## src/rtl/sram_scan_pkg.sv

```systemverilog
// -----------------------------------------------------------------------------
// sram_scan_pkg
// Shared definitions for the SRAM test-harness scan master.
//   SCAN_LEN_DEFAULT : default scan-chain length (112 bits)
//   *_MSB/*_LSB/*_BIT: field positions inside the 112-bit scan packet
//                      {sel, addr0, din0, csb0, web0, wmask0,
//                       addr1, din1, csb1, web1, wmask1}
//   scan_state_t     : transaction FSM states
//   pack_packet()    : assembles a scan packet from its fields
// -----------------------------------------------------------------------------
package sram_scan_pkg;

    localparam int SCAN_LEN_DEFAULT = 112;

    localparam int SEL_MSB    = 111;
    localparam int ADDR0_LSB  = 92;
    localparam int DIN0_LSB   = 60;
    localparam int CSB0_BIT   = 59;
    localparam int WEB0_BIT   = 58;
    localparam int ADDR1_LSB  = 38;
    localparam int DIN1_LSB   = 6;
    localparam int CSB1_BIT   = 5;
    localparam int WEB1_BIT   = 4;

    typedef enum logic [2:0] {
        IDLE   = 3'd0,
        SHIFT  = 3'd1,
        STROBE = 3'd2,
        HOLD   = 3'd3,
        LOAD   = 3'd4,
        UNLOAD = 3'd5,
        DONE   = 3'd6
    } scan_state_t;

    function automatic logic [SCAN_LEN_DEFAULT-1:0] pack_packet(
        input logic [3:0]  sel,
        input logic [15:0] addr0,
        input logic [31:0] din0,
        input logic        csb0,
        input logic        web0,
        input logic [3:0]  wmask0,
        input logic [15:0] addr1,
        input logic [31:0] din1,
        input logic        csb1,
        input logic        web1,
        input logic [3:0]  wmask1
    );
        return {sel, addr0, din0, csb0, web0, wmask0,
                addr1, din1, csb1, web1, wmask1};
    endfunction

endpackage

```

## src/rtl/sram_scan_driver_shift_reg.sv

```systemverilog
// -----------------------------------------------------------------------------
// scan_shift_reg
// WIDTH-bit register with parallel load, serial-in at the LSB and serial-out
// from the MSB (q[WIDTH-1]). Parallel load has priority over shifting.
//   clk, srst  : clock, synchronous active-high reset
//   load_en    : load load_data
//   load_data  : parallel load value
//   shift_en   : shift left by one, serial_in enters at bit 0
//   serial_in  : serial input
//   q          : register contents
// -----------------------------------------------------------------------------
module scan_shift_reg
    import sram_scan_pkg::*;
#(
    parameter int WIDTH = SCAN_LEN_DEFAULT
) (
    input  logic             clk,
    input  logic             srst,
    input  logic             load_en,
    input  logic [WIDTH-1:0] load_data,
    input  logic             shift_en,
    input  logic             serial_in,
    output logic [WIDTH-1:0] q
);

    logic [WIDTH-1:0] q_next;

    genvar gi;
    generate
        for (gi = 0; gi < WIDTH; gi++) begin : g_bit
            logic shift_src;
            if (gi == 0) begin : g_lsb
                assign shift_src = serial_in;
            end else begin : g_upper
                assign shift_src = q[gi-1];
            end
            assign q_next[gi] = load_en  ? load_data[gi] :
                                shift_en ? shift_src     : q[gi];
        end
    endgenerate

    always_ff @(posedge clk) begin
        if (srst) begin
            q <= '0;
        end else begin
            q <= q_next;
        end
    end

endmodule

```

## src/rtl/sram_scan_driver.sv

```systemverilog
// -----------------------------------------------------------------------------
// sram_scan_driver
// Scan master for the SRAM harness scan chain. Accepts one parallel request,
// shifts it in MSB-first, strobes global_csb, and for reads loads the SRAM
// outputs and shifts the captured chain back out (re-emitting the request so
// the chain is restored). The capture is returned on resp_packet.
//
// Ports:
//   wb_clk_i, wb_rst_i     : clock, synchronous active-high reset
//   req_valid/req_ready    : request handshake (ready only in IDLE)
//   req_read, req_packet   : transaction type and scan packet
//   resp_valid             : one-cycle pulse at transaction end
//   resp_packet            : captured chain (updated on reads only)
//   resp_mismatch          : capture != request (reads, with checker built)
//   mismatch_count         : saturating mismatch counter
//   scan_en, scan_data     : serial interface to the harness
//   scan_in                : serial data back from the harness
//   sram_load, global_csb  : SRAM capture strobe, active-low transaction strobe
//
// Build option: define SCAN_DRV_CHECK_EN to build the capture comparator and
// mismatch counter; otherwise resp_mismatch and mismatch_count are tied to 0.
// -----------------------------------------------------------------------------
module sram_scan_driver
    import sram_scan_pkg::*;
#(
    parameter int SCAN_LEN = SCAN_LEN_DEFAULT,
    parameter int CNT_W    = 7
) (
    input  logic                wb_clk_i,
    input  logic                wb_rst_i,
    input  logic                req_valid,
    output logic                req_ready,
    input  logic                req_read,
    input  logic [SCAN_LEN-1:0] req_packet,
    output logic                resp_valid,
    output logic [SCAN_LEN-1:0] resp_packet,
    output logic                resp_mismatch,
    output logic [15:0]         mismatch_count,
    output logic                scan_en,
    output logic                scan_data,
    input  logic                scan_in,
    output logic                sram_load,
    output logic                global_csb
);

    scan_state_t         state_reg;
    logic [CNT_W-1:0]    cnt_reg;
    logic                rd_reg;
    logic                req_ready_reg;
    logic                resp_valid_reg;
    logic [SCAN_LEN-1:0] resp_packet_reg;
    logic                scan_en_reg;
    logic                scan_data_reg;
    logic                sram_load_reg;
    logic                global_csb_reg;

    logic                accept;
    logic                cnt_last;
    logic                sr_shift;
    logic                sr_serial_in;
    logic [SCAN_LEN-1:0] sr_q;
    logic [SCAN_LEN-1:0] capture;

    assign accept   = (state_reg == IDLE) && req_valid && req_ready_reg;
    assign cnt_last = (cnt_reg == CNT_W'(SCAN_LEN - 1));

    // During SHIFT the register rotates (MSB back into LSB) so that after
    // SCAN_LEN cycles it again holds the request; UNLOAD then shifts the
    // request out of the MSB while the harness capture fills from the LSB.
    assign sr_shift     = (state_reg == SHIFT) || (state_reg == UNLOAD);
    assign sr_serial_in = (state_reg == UNLOAD) ? scan_in : sr_q[SCAN_LEN-1];

    // Full capture including the bit sampled at the final UNLOAD edge.
    assign capture = {sr_q[SCAN_LEN-2:0], scan_in};

    scan_shift_reg #(
        .WIDTH(SCAN_LEN)
    ) u_shift_reg (
        .clk      (wb_clk_i),
        .srst     (wb_rst_i),
        .load_en  (accept),
        .load_data(req_packet),
        .shift_en (sr_shift),
        .serial_in(sr_serial_in),
        .q        (sr_q)
    );

    // scan_data is registered one cycle ahead: it takes the bit that will be
    // at the register MSB after the current shift, i.e. sr_q[SCAN_LEN-2].
    always_ff @(posedge wb_clk_i) begin
        if (wb_rst_i) begin
            state_reg       <= IDLE;
            cnt_reg         <= '0;
            rd_reg          <= 1'b0;
            req_ready_reg   <= 1'b1;
            resp_valid_reg  <= 1'b0;
            resp_packet_reg <= '0;
            scan_en_reg     <= 1'b0;
            scan_data_reg   <= 1'b0;
            sram_load_reg   <= 1'b0;
            global_csb_reg  <= 1'b1;
        end else begin
            resp_valid_reg <= 1'b0;
            sram_load_reg  <= 1'b0;
            case (state_reg)
                IDLE: begin
                    if (accept) begin
                        state_reg     <= SHIFT;
                        rd_reg        <= req_read;
                        cnt_reg       <= '0;
                        req_ready_reg <= 1'b0;
                        scan_en_reg   <= 1'b1;
                        scan_data_reg <= req_packet[SCAN_LEN-1];
                    end
                end
                SHIFT: begin
                    if (cnt_last) begin
                        state_reg      <= STROBE;
                        cnt_reg        <= '0;
                        scan_en_reg    <= 1'b0;
                        scan_data_reg  <= 1'b0;
                        global_csb_reg <= 1'b0;
                    end else begin
                        cnt_reg       <= cnt_reg + 1'b1;
                        scan_data_reg <= sr_q[SCAN_LEN-2];
                    end
                end
                STROBE: begin
                    global_csb_reg <= 1'b1;
                    cnt_reg        <= '0;
                    if (rd_reg) begin
                        state_reg <= HOLD;
                    end else begin
                        state_reg      <= DONE;
                        resp_valid_reg <= 1'b1;
                    end
                end
                HOLD: begin
                    state_reg     <= LOAD;
                    cnt_reg       <= '0;
                    sram_load_reg <= 1'b1;
                end
                LOAD: begin
                    state_reg     <= UNLOAD;
                    cnt_reg       <= '0;
                    scan_en_reg   <= 1'b1;
                    scan_data_reg <= sr_q[SCAN_LEN-1];
                end
                UNLOAD: begin
                    if (cnt_last) begin
                        state_reg       <= DONE;
                        cnt_reg         <= '0;
                        scan_en_reg     <= 1'b0;
                        scan_data_reg   <= 1'b0;
                        resp_valid_reg  <= 1'b1;
                        resp_packet_reg <= capture;
                    end else begin
                        cnt_reg       <= cnt_reg + 1'b1;
                        scan_data_reg <= sr_q[SCAN_LEN-2];
                    end
                end
                DONE: begin
                    state_reg     <= IDLE;
                    cnt_reg       <= '0;
                    req_ready_reg <= 1'b1;
                end
                default: begin
                    state_reg <= IDLE;
                end
            endcase
        end
    end

`ifdef SCAN_DRV_CHECK_EN
    logic [SCAN_LEN-1:0] req_latched_reg;
    logic                resp_mismatch_reg;
    logic [15:0]         mismatch_count_reg;
    logic                capture_differs;

    assign capture_differs = (capture != req_latched_reg);

    always_ff @(posedge wb_clk_i) begin
        if (wb_rst_i) begin
            req_latched_reg    <= '0;
            resp_mismatch_reg  <= 1'b0;
            mismatch_count_reg <= '0;
        end else begin
            resp_mismatch_reg <= 1'b0;
            if (accept) begin
                req_latched_reg <= req_packet;
            end
            // Evaluated on the edge entering DONE so the flag lines up
            // with resp_valid.
            if ((state_reg == UNLOAD) && cnt_last) begin
                resp_mismatch_reg <= capture_differs;
                if (capture_differs && (mismatch_count_reg != 16'hFFFF)) begin
                    mismatch_count_reg <= mismatch_count_reg + 16'd1;
                end
            end
        end
    end

    assign resp_mismatch  = resp_mismatch_reg;
    assign mismatch_count = mismatch_count_reg;
`else
    assign resp_mismatch  = 1'b0;
    assign mismatch_count = 16'd0;
`endif

    assign req_ready   = req_ready_reg;
    assign resp_valid  = resp_valid_reg;
    assign resp_packet = resp_packet_reg;
    assign scan_en     = scan_en_reg;
    assign scan_data   = scan_data_reg;
    assign sram_load   = sram_load_reg;
    assign global_csb  = global_csb_reg;

endmodule
```

## config.mk

```make
export PLATFORM = sky130hd
export DESIGN_NAME = sram_scan_driver
export DESIGN_NICKNAME = d
export VERILOG_FILES = /design/src/rtl/sram_scan_pkg.sv /design/src/rtl/sram_scan_driver_shift_reg.sv /design/src/rtl/sram_scan_driver.sv
export SDC_FILE = /design/constraint.sdc
export NUM_CORES = 1
export LEC_CHECK = 0
export ABC_AREA = 1
export BUFFER_PORTS_ARGS = -buffer_cell sky130_fd_sc_hd__buf_2
export CORE_MARGIN = 1.5
export CORE_UTILIZATION = 48
export DETAILED_ROUTE_END_ITERATION = 10
export PLACE_DENSITY = 0.77
export SETUP_SLACK_MARGIN = 0.1
export SYNTH_ARGS = -nofsm -noshare
export SYNTH_HDL_FRONTEND = slang
export SYNTH_SLANG_ARGS = --single-unit
```

## constraint.sdc

```tcl
create_clock -name wb_clk_i -period 1.64 [get_ports wb_clk_i]
set_input_delay 0.082 -clock wb_clk_i [delete_from_list [all_inputs] [get_ports wb_clk_i]]
set_output_delay 0.082 -clock wb_clk_i [all_outputs]
set_load 0.05 [all_outputs]
```

==> impl_results.md, run 1 <==
* Status: finished with violations
* Failing checks: setup timing
* Synth Register Bits at 241
* Synth Area in Compound Gates at between 20% and 30%
* Total track usage at between 20% and 30%
* Initial antenna violation count at 1
* IO Pins at 252
* Final period utilization at 103%
* Slew Viols, Final at 0
* Total CTS buffers at 25
* DRC errors left at 0
* Post-route ant nets at 0
* DRT Wirelength at approximately 38000 um
* Clk pwr share at roughly 31%
* CTS tree: built
* HP Class: in -> reg
* First-pass GRT wire length at about 47000 um
* Largest family of logic cells by synthesized area: compound AO/OA/AOI/OAI gates
* Register Area at roughly 0.0048 mm^2
* Worst Setup Slack, final at -0.0446 ns
* Drt pass-1 iters at 5
* Area grow syn2layout at 52.0%
* Achievable Freq at a little under 600 MHz
* Post-synthesis cell type count at 26
* Reg2reg setup slack at -0.04 ns
* Combinational Power Share at between 30% and 40%
* CP startpoint kind: register
* Minimum clock period at 1.68 ns
* Clock Skew at 0.0195 ns
* Endpoint type of the worst setup path: register
* Final setup violation count at 3
* Mapped cell area at between 0.009 and 0.01 mm^2
* Post-Layout Cell Count at between 1500 and 2000
* Net Sw Frac at about a third
* Crit path DAT at slightly above 2 ns
* Xor and xnor fraction of the mapped netlist area at 0%
* Reg power frac at about two fifths
* Area of the multi-input gates at 0.00452 mm^2
* Post-synthesis adder-cell area fraction at 0.130%
* Max-cap violations at 0
* Dpl cell area at around 0.011 mm^2
* RSZ-0062 raised after global routing: yes
* Post-layout util at 74.7%
* Pwr Density at approximately 1200 mW/mm^2
* Placer Congestion at between 0.8 and 0.9
* Worst Max-Slew Pin Slew at between 0.6 and 0.7 ns
* Mapped Cells at between 1000 and 1500
* Clk sinks at roughly 240
* Clk pin slew, worst setup/hold paths at 0.06 ns
* Vias per std cell at 5.60
* Seq/Total Area, Yosys at between 50% and 60%
* Synthesized area per cell at 7.71 um^2
* Site Rows at 51
* Final Power at around 18 mW
* Initial Util at between 40% and 50%
* Mux cell area share after synthesis at 0%
* Port bufs at about 230
* Initial DRC Count at between 800 and 900
* Remaining Overflow, GRT at 0
* Clk_lat worst skew at around 0.52 ns
* Sw Pwr at between 6 and 7 mW
* Relative max-transition margin at about 55%
* Vias in the first global route at 9715
* CTS max path bufs at 3
* Worst EP required at 2.02 ns
* Setup TNS at -0.0570 ns
* Synthesis warning total at 0
* Wire per inst at 19.8 um
* Fillers at 1319
* Net count, final at 1741
* Core area at between 0.015 and 0.02 mm^2
* Ratio of cells with drive above 1 in the final layout at between 20 and 30%
* Placed cells at 1685
* Final HPWL DP at about 16000 um
* CP Class: reg -> reg
* Simple-gate share of the synthesized area at 17.8%
* Cell-internal power at between 10 and 15 mW
* Total number of vias at approximately 11000
* Final Hold Fails at 0
* Max VDD drop at roughly 900 uV
* Max H-tree Level at 1
* Leak at about 6.4 nW
* Pin count of the biggest net entering global routing at 122
* Vert. Die Dim at 145 um
* Die span in x at between 100 and 150 um
* Clock tree root buffer cell: clkbuf_16
* Die Area at 0.0209 mm^2
* Post-route cell area at around 0.015 mm^2
* Crit path max fanout at 12
## placed cells by master, fill, tap and decap left out, types with 4 or more instances in the layout
master         instances
a21boi_0              28
a21boi_1              54
a21boi_2              27
a21oi_1              141
a21oi_2               20
buf_12                25
buf_16                 9
buf_2                233
buf_4                 21
buf_6                 10
buf_8                  6
clkbuf_1               6
clkbuf_16             44
clkbuf_8               4
clkinv_2               7
conb_1                17
dfxtp_1              234
dfxtp_2                7
dlygate4sd3_1        115
inv_1                 52
inv_2                  4
nand2_1              255
nand2_4                4
nand3_1                9
nand4_1                4
nor2_1               148
nor2_2                11
nor2_4                 4
o21ai_0               74
o21ai_1               14
o21ai_2               30
o21ai_4                4
## cells in the mapped netlist
cell | number | area, um^2
o31ai_1 | 1 | 7.51
nand2_1 | 261 | 980
a21oi_1 | 163 | 816
a21boi_0 | 95 | 713
buf_4 | 24 | 180
buf_2 | 51 | 255
inv_2 | 6 | 22.5
nor3_1 | 2 | 10.0
a211oi_1 | 1 | 7.51
nand4_4 | 1 | 21.3
inv_1 | 54 | 203
dfxtp_1 | 241 | 4820
o211ai_1 | 1 | 7.51
clkbuf_1 | 30 | 113
nand4_1 | 4 | 25.0
conb_1 | 1 | 3.75
nor2_1 | 160 | 601
nor2_4 | 2 | 22.5
o21ai_0 | 122 | 611
nand3_1 | 9 | 45.0
o22ai_1 | 1 | 6.26
ha_1 | 1 | 12.5
buf_6 | 2 | 22.5
nor2_2 | 1 | 6.26
a21boi_1 | 14 | 105
or2_0 | 1 | 6.26
## metrics by stage
step                worst slack (ns)  hold WS [ns]
global route                  -0.116         0.201
finish                       -0.0446         0.108
global placement              0.0805         0.342
detailed placement           -0.0281         0.345
CTS                           0.0233         0.147
floorplan                      0.111         0.217
## critical path, stage by stage, from the launching register on
cell and delay (ns):
dfxtp_2 0.34, ha_4 0.17, nand2_4 0.08, nor2_4 0.04
nand2_2 0.09, nor2_4 0.04, buf_6 0.12, buf_12 0.14
buf_12 0.14, o21ai_0 0.28, a21oi_1 0.10
## worst paths after layout
kind	start	endpoint	cells past startpoint
hold reg to reg	u_shift_reg.q[82]	resp_packet[83]	2
setup reg to reg	cnt_reg[1]	resp_packet[74]	10
hold / removal	wb_rst_i	resp_valid	3
setup / recovery	cnt_reg[1]	resp_packet[74]	10
## logic make-up (layout without fill, tap and decap cells)
kind of cell	after synthesis	in the layout
AO/OA/AOI/OAI	398	398
adder cells (fa/ha/maj)	1	1
other	1	18
AND/OR/NAND/NOR	441	441
buffers and inverters	167	542
flip-flops	241	241
## power groups by stage
| stage | clock network, mW | logic, mW | registers, mW |
|---|---|---|---|
| floorplan | 0 | 2.35 | 7.03 |
| global placement | 0 | 3.17 | 7.03 |
| detailed placement | 0 | 3.24 | 7.04 |
| CTS | 5.69 | 3.96 | 6.93 |
| global route | 5.93 | 5.84 | 7.05 |
| finish | 5.67 | 5.59 | 7.01 |
## per-layer routing
layer	share of wire (%)	wire length, um	global-route usage, %	vias up
met3	10	3880	5.73	145
li1	-	-	-	4807
met4	4.7	1770	8.83	0
met5	0	0	0	-
met1	37	14000	34.0	5025
met2	48	18200	50.7	688
## final cells by class
cell class	instances	area share, %
timing repair buffer	438	26.7
inverter	60	1.70
tap	265	2.27
antenna	1	0.0171
clock inverter	9	0.667
multi-input combinational	857	30.9
sequential	241	33.0
clock buffer	35	4.81
## what timing repair did
item | CTS | global route
pin swaps | 9 | 115
setup buffers | 13 | 13
gates cloned | 8 | 28
endpoints found under the setup margin | 221 | 236
hold endpoints to repair | 117 | 0
hold buffers | 115 | 0
resized for setup | 39 | 240
Power figures use the tool's default switching activity.
==> run 2: changes to the inputs <==
--- a/config.mk
+++ b/config.mk
@@ -8,9 +8,8 @@
 export ABC_AREA = 1
 export BUFFER_PORTS_ARGS = -buffer_cell sky130_fd_sc_hd__buf_2
 export CORE_MARGIN = 1.5
-export CORE_UTILIZATION = 48
+export CORE_UTILIZATION = 35
 export DETAILED_ROUTE_END_ITERATION = 10
-export PLACE_DENSITY = 0.77
 export SETUP_SLACK_MARGIN = 0.1
 export SYNTH_ARGS = -nofsm -noshare
 export SYNTH_HDL_FRONTEND = slang
==> impl_results.md, run 2 (synthesis results as in run 1) <==
* Die span in x at 169 um (+17%)
* Wire per inst at 17.6 um (-11%)
* Crit path DAT at 2.01 ns (-0.05 ns)
* Post-layout util at 55.6% (-19 points)
* Clk pin slew, worst setup/hold paths at 0.06 ns (about the same)
* Initial antenna violation count at 1 (unchanged)
* Drt pass-1 iters at 5 (unchanged)
* Final setup violation count at 0 (-3)
* Placer Congestion at 0.803 (-2.1%)
* Achievable Freq at 613 MHz (+3.3%)
* WHS Endpoint: resp_packet[62]
* Worst Hold Path Cells at 4 (+1)
* Crit path launch: state_reg[0]
* Relative max-transition margin at 53.5% (-1.7 points)
* Commonest cells after routing, fill and taps aside: dfxtp_1, buf_2, nand2_1, a21oi_1, nor2_1
* Initial DRC Count at 596 (-27%)
* First-pass GRT wire length at 46400 um (-2.2%)
* Post-route ant nets at 0 (unchanged)
* Cell mode on critical path: buf_6
* Initial Util at 35.7% (-13 points)
* Ratio of cells with drive above 1 in the final layout at 30.1% (+0.62 points)
* CP startpoint kind: register
* Final Hold Fails at 0 (unchanged)
* Total track usage at 19.9% (-8.4 points)
* Max H-tree Level at 1 (unchanged)
* RSZ-0062 raised after global routing: yes
* Total CTS buffers at 27 (+8.0%)
* Critical path cell sequence: buf_6, nor2_4, nand4_4, buf_6, nand2_8, clkinv_8, clkbuf_16, nand2_1, a21oi_1
* Vias per std cell at 4.97 (-11%)
* Final HPWL DP at 17000 um (+7.1%)
* Clock tree root buffer cell: clkbuf_16
* Die Area at 0.0285 mm^2 (+36%)
* Core area at 0.0270 mm^2 (+38%)
* Hold Slack at 0.0880 ns (-0.0202 ns)
* Max-cap violations at 0 (unchanged)
* Reg2reg setup slack at 0.009 ns (+0.05 ns)
* DRT Wirelength at 35200 um (-7.0%)
* Commonest non-fill, non-tap cell in the layout: dfxtp_1
* Reg2Reg Capture Point: u_shift_reg.q[33]
* Total number of vias at 9921 (-7.0%)
* Net count, final at 1752 (+0.63%)
* Fillers at 2407 (+82%)
* Site Rows at 60 (+18%)
* Minimum clock period at 1.63 ns (-0.0536 ns)
* Area grow syn2layout at 55.7%
* Place WS at 0.0220 ns (+0.0501 ns)
* Path depth of the worst reg2reg path at 9 (-1)
* Pwr Density at 1250 mW/mm^2 (+0.48%)
* Cell with the largest stage delay on the worst path: dfxtp_4
* HP Class: in -> reg
* Endpoint type of the worst setup path: register
* Clk sinks at 241 (unchanged)
* Crit-path max cell delay at 0.36 ns (+0.02 ns)
* Remaining Overflow, GRT at 0 (unchanged)
* Worst EP required at 2.02 ns (about the same)
* Crit path max fanout at 8 (-4)
* Vert. Die Dim at 169 um (+17%)
* Max VDD drop at 766 uV (-15%)
* Leak at 6.64 nW (+3.0%)
* Status: finished, final reports clean
* Final period utilization at 99.5% (-3.3 points)
* IO Pins at 252 (unchanged)
* Worst Max-Slew Pin Slew at 0.698 ns (+0.0260 ns)
* Clock Skew at 0.0179 ns (-0.00165 ns)
* CTS tree: built
* Clk_lat worst skew at 0.54 ns (+0.02 ns)
* Slew Viols, Final at 0 (unchanged)
* Port bufs at 234 (unchanged)
* DRC errors left at 0 (unchanged)
* CTS max path bufs at 3 (unchanged)
* Pin count of the biggest net entering global routing at 122 (unchanged)
* CP Class: reg -> reg
* Vias in the first global route at 9173 (-5.6%)
* Worst Setup Slack, final at 0.00893 ns (+0.0536 ns)
* Hold Crit Start: wb_rst_i
* Reg-to-reg startpoint: state_reg[0]
## run 2: cell types whose count changed in the layout (fill, tap and decap cells not counted), moves of 9 or more
cell	change
nand2_1	-24
a21boi_2	-11
nand2_4	+13
nor2_1	-9
o21ai_0	+21
o21ai_2	-14
nand2_2	+10
a21boi_0	+23
a21boi_1	-12
## run 2: stage by stage
stage                     power [mW]  cells  TNS, ns  area [um^2]
final                           18.8   1995        0        15000
after global routing            19.6   1995    -4.59        15000
after CTS                       16.7   1941        0        13500
after detailed placement        10.4   1768        0        11200
after global placement          10.4   1768        0        11200
after floorplan                 9.38   1265        0         9700
## run 2: layout make-up
class	instances	area (um^2)	share of cell area (%)
Sequential cell	241	4830	32.2
Timing Repair Buffer	446	4060	27.1
Tap cell	341	427	2.85
Clock inverter	9	72.6	0.484
Timing Repair inverter	1	16.3	0.108
Multi-Input combinational cell	857	4540	30.3
Antenna cell	1	2.50	0.0167
Inverter	60	272	1.81
Clock buffer	39	771	5.14
## run 2: critical path, delay by kind of cell (launching register included)
kind,cells,cell delay (ns)
buffers and inverters,4,0.59
AOI/OAI and AO/OA,1,0.06
and+or+nand+nor,4,0.46
DFF,1,0.36
## run 2: worst max-delay path by stage
| stage | cells past startpoint | slack, ns | endpoint |
|---|---|---|---|
| finish | 9 | 0.009 | u_shift_reg.q[33] |
| global route | 11 | -0.11 | resp_packet[14] |
| CTS | 9 | 0.01 | resp_packet[31] |
| detailed placement | 8 | 0.02 | resp_packet[80] |
| global placement | 8 | 0.05 | resp_packet[81] |
| floorplan | 10 | 0.11 | resp_packet[10] |
## run 2: timing repair
action                                 in CTS  in global routing
hold buffers                              115                  0
setup endpoints to repair                 175                228
pin swaps                                   5                 75
buffers inserted                            5                 15
endpoints found under the hold margin     117                  0
gates cloned                                5                 39
resized for setup                          19                235
## run 2: metal layers
metal  part of all wire, %  routed length, um  up-vias  GRT usage [%]
met2                    48              17000      362           33.8
met5                     0                  0        -              0
met3                   7.0               2450       57           4.75
met1                    43              15000     4667           25.2
li1                      -                  -     4835              -
met4                   2.2                770        0           5.43
## run 2: report_power, final
part | total [mW] | leakage, nW | internal (mW) | switching [mW]
Combinational | 5.94 | 4.26 | 2.70 | 3.25
Sequential | 7.02 | 1.96 | 6.47 | 0.543
Clock | 5.85 | 0.419 | 3.40 | 2.45
Total | 18.8 | 6.64 | 12.6 | 6.24
==> run 3: changes to the inputs <==
--- a/config.mk
+++ b/config.mk
@@ -5,7 +5,7 @@
 export SDC_FILE = /design/constraint.sdc
 export NUM_CORES = 1
 export LEC_CHECK = 0
-export ABC_AREA = 1
+export ABC_AREA = 0
 export BUFFER_PORTS_ARGS = -buffer_cell sky130_fd_sc_hd__buf_2
 export CORE_MARGIN = 1.5
 export CORE_UTILIZATION = 35
==> constraint.sdc (replaced) <==
create_clock -name wb_clk_i -period 1.64 [get_ports wb_clk_i]
set_input_delay 0.164 -clock wb_clk_i [delete_from_list [all_inputs] [get_ports wb_clk_i]]
set_output_delay 0.164 -clock wb_clk_i [all_outputs]
set_load 0.05 [all_outputs]
==> impl_results.md, run 3 <==
* Clk sinks at 241 (unchanged)
* Achievable Freq at 609 MHz (-0.72%)
* CP Class: reg -> reg
* Slew Viols, Final at 0 (unchanged)
* Drt pass-1 iters at 5 (unchanged)
* Seq/Total Area, Yosys at 50.2% (+0.072 points)
* Pwr Density at 1010 mW/mm^2 (-19%)
* RSZ-0062 raised after global routing: yes
* Wire per inst at 16.3 um (-7.7%)
* Final HPWL DP at 17700 um (+4.2%)
* First-pass GRT wire length at 45400 um (-2.1%)
* CP startpoint kind: register
* Minimum clock period at 1.64 ns (+0.0119 ns)
* Final Hold Fails at 0 (unchanged)
* Fillers at 2511 (+4.3%)
* Total track usage at 19.3% (-0.59 points)
* Initial Util at 35.7% (-0.051 points)
* Clk_lat worst skew at 0.53 ns (about the same)
* Clock Skew at 0.00883 ns (-0.00906 ns)
* Cell with the largest stage delay on the worst path: dfxtp_2
* Routed length on met3 at 2170 um (-11%)
* Metal-1 WL at 14100 um (-5.7%)
* HP Class: in -> reg
* Post-Layout Cell Count at 1932 (-3.2%)
* Synth Register Bits at 241 (unchanged)
* Die span in x at 169 um (about the same)
* Port bufs at 234 (unchanged)
* Commonest non-fill, non-tap cell in the layout: nand2_1
* Most frequent cell after synthesis: nand2_1
* Worst EP required at 2.10 ns (+0.08 ns)
* Net count, final at 1688 (-3.7%)
* Final setup violation count at 3 (+3)
* Vias per std cell at 5.10 (+2.6%)
* Area share of the largest cell type after synthesis at 50.2% (+0.072 points)
* Critical path cell sequence: ha_4, and3_4, buf_6, and4_4, clkbuf_16, clkbuf_16, nand2_2, a21oi_1
* Ratio of cells with drive above 1 in the final layout at 27.9% (-2.1 points)
* DRC errors left at 0 (unchanged)
* Ys flop type: dfxtp_1
* Core area at 0.0270 mm^2 (unchanged)
* Final Power at 14.5 mW (-23%)
* Total CTS buffers at 27 (unchanged)
* Post-route ant nets at 0 (unchanged)
* Initial DRC Count at 822 (+38%)
* Max VDD drop at 1030 uV (+35%)
* Top Metal Used: met4
* Worst Max-Slew Pin Slew at 0.565 ns (-0.133 ns)
* Mapped cell area at 0.00961 mm^2 (-0.14%)
* Endpoint type of the worst setup path: register
* Register Area at 0.00483 mm^2 (about the same)
* Area of the multi-input gates at 0.00464 mm^2 (+2.2%)
* Vert. Die Dim at 169 um (about the same)
* Most area-consuming cells after synthesis: dfxtp_1, nand2_1, a311oi_1
* Cell mode on critical path: clkbuf_16
* Placed cells at 1742 (-1.5%)
* IO Pins at 252 (unchanged)
* Max-cap violations at 0 (unchanged)
* Met2 wire length at 14600 um (-14%)
* Total number of vias at 9856 (-0.66%)
* Worst Setup Slack, final at -0.00294 ns (-0.0119 ns)
* Vias in the first global route at 8835 (-3.7%)
* Commonest cells in the netlist: nand2_1, dfxtp_1, nor2_1
* Post-synth top area cell: dfxtp_1
* Die Area at 0.0285 mm^2 (-0.14%)
* CTS max path bufs at 3 (unchanged)
* CTS tree: built
* Leak at 5.93 nW (-11%)
* Post-synth EDFFs at 0 (unchanged)
* WP buf/inv at 3 (-1)
* Placer Congestion at 0.778 (-3.1%)
* Status: finished with violations
* DRT Wirelength at 31400 um (-11%)
* Area grow syn2layout at 48.8%
* Synthesized area per cell at 7.84 um^2 (+1.7%)
* Crit path max fanout at 7 (-1)
* Initial antenna violation count at 1 (unchanged)
* Crit path DAT at 2.10 ns (+0.09 ns)
* Crit path max-delay family: buffers and inverters
* Ys async rst share at 0% (unchanged)
* Mapped Cells at 1226 (-1.8%)
* Clock tree root buffer cell: clkbuf_16
* Remaining Overflow, GRT at 0 (unchanged)
* Relative max-transition margin at 62.4% (+8.9 points)
* Commonest cells after routing, fill and taps aside: nand2_1, dfxtp_1, buf_2, nor2_1, dlygate4sd3_1
* Synthesis warning total at 0 (unchanged)
* Failing checks: setup timing
* Clk pin slew, worst setup/hold paths at 0.06 ns (about the same)
* Final period utilization at 100% (+0.72 points)
* Crit-path max cell delay at 0.35 ns (about the same)
* Post-synthesis cell type count at 39 (+50%)
* Site Rows at 60 (unchanged)
* Pin count of the biggest net entering global routing at 56 (-54%)
* Max H-tree Level at 1 (unchanged)
==> run 3: per-layer routing <==
layer | vias to the layer above | GRT usage (%)
met1 | 4669 | 26.5
met5 | - | 0
met4 | 0 | 5.01
met3 | 46 | 3.72
met2 | 335 | 31.2
li1 | 4806 | -
==> run 3: logic make-up (layout without fill, tap and decap cells) <==
group	after synthesis	in the layout	share of synthesized area, %
and+or+nand+nor	605	605	24.4
buffers and inverters	124	472	6.90
DFF	241	241	50.2
muxes	2	2	0.208
xor gates and xnor gates	4	4	0.364
other	1	18	0.0390
adders and majority gates	1	1	0.130
AOI/OAI and AO/OA	248	248	17.7
==> run 3: repair_timing <==
item,CTS,global route
setup buffers,2,9
pin swaps,1,59
setup endpoints to repair,167,206
hold buffers,114,0
cloned,1,14
endpoints found under the hold margin,114,0
gates resized for setup,7,126
==> run 3: final timing paths <==
path	to	slack (ns)	cells past startpoint	start
worst max-delay path	resp_packet[36]	-0.003	8	cnt_reg[1]
worst min register to register	resp_packet[68]	0.45	2	resp_packet[68]
worst min-delay path	resp_packet[17]	0.09	2	wb_rst_i
worst max register to register	resp_packet[36]	-0.003	8	cnt_reg[1]
==> run 3: cell type report <==
type                       instances  share of cell area (%)
clock inverter                     7                   0.822
multi-input combinational        877                    32.4
tap                              341                    2.98
antenna                            1                  0.0175
clock buffer                      42                    5.68
inverter                           3                  0.0787
timing repair buffer             420                    24.2
sequential                       241                    33.8
==> run 3: per-stage QoR <==
step	cell area (um^2)	TNS, ns	utilization [%]	hold WS, ns	worst slack, ns
2_1_floorplan	9680	0	-	0.300	0.107
3_3_place_gp	11300	0	41.9	0.419	0.0113
4_1_cts	13400	-0.0227	49.9	0.0536	-0.00890
5_1_grt	14300	-3.45	53.1	0.0955	-0.0787
6_report	14300	-0.00582	53.1	0.0858	-0.00294
3_5_place_dp	11300	-0.0247	41.9	0.425	-0.0190
==> run 3: power breakdown <==
group | switching [mW] | total, mW | leakage [nW] | internal (mW)
logic | 0.981 | 1.76 | 3.51 | 0.775
clock network | 2.39 | 6.25 | 0.457 | 3.86
registers | 0.279 | 6.45 | 1.96 | 6.17
total | 3.65 | 14.5 | 5.93 | 10.8
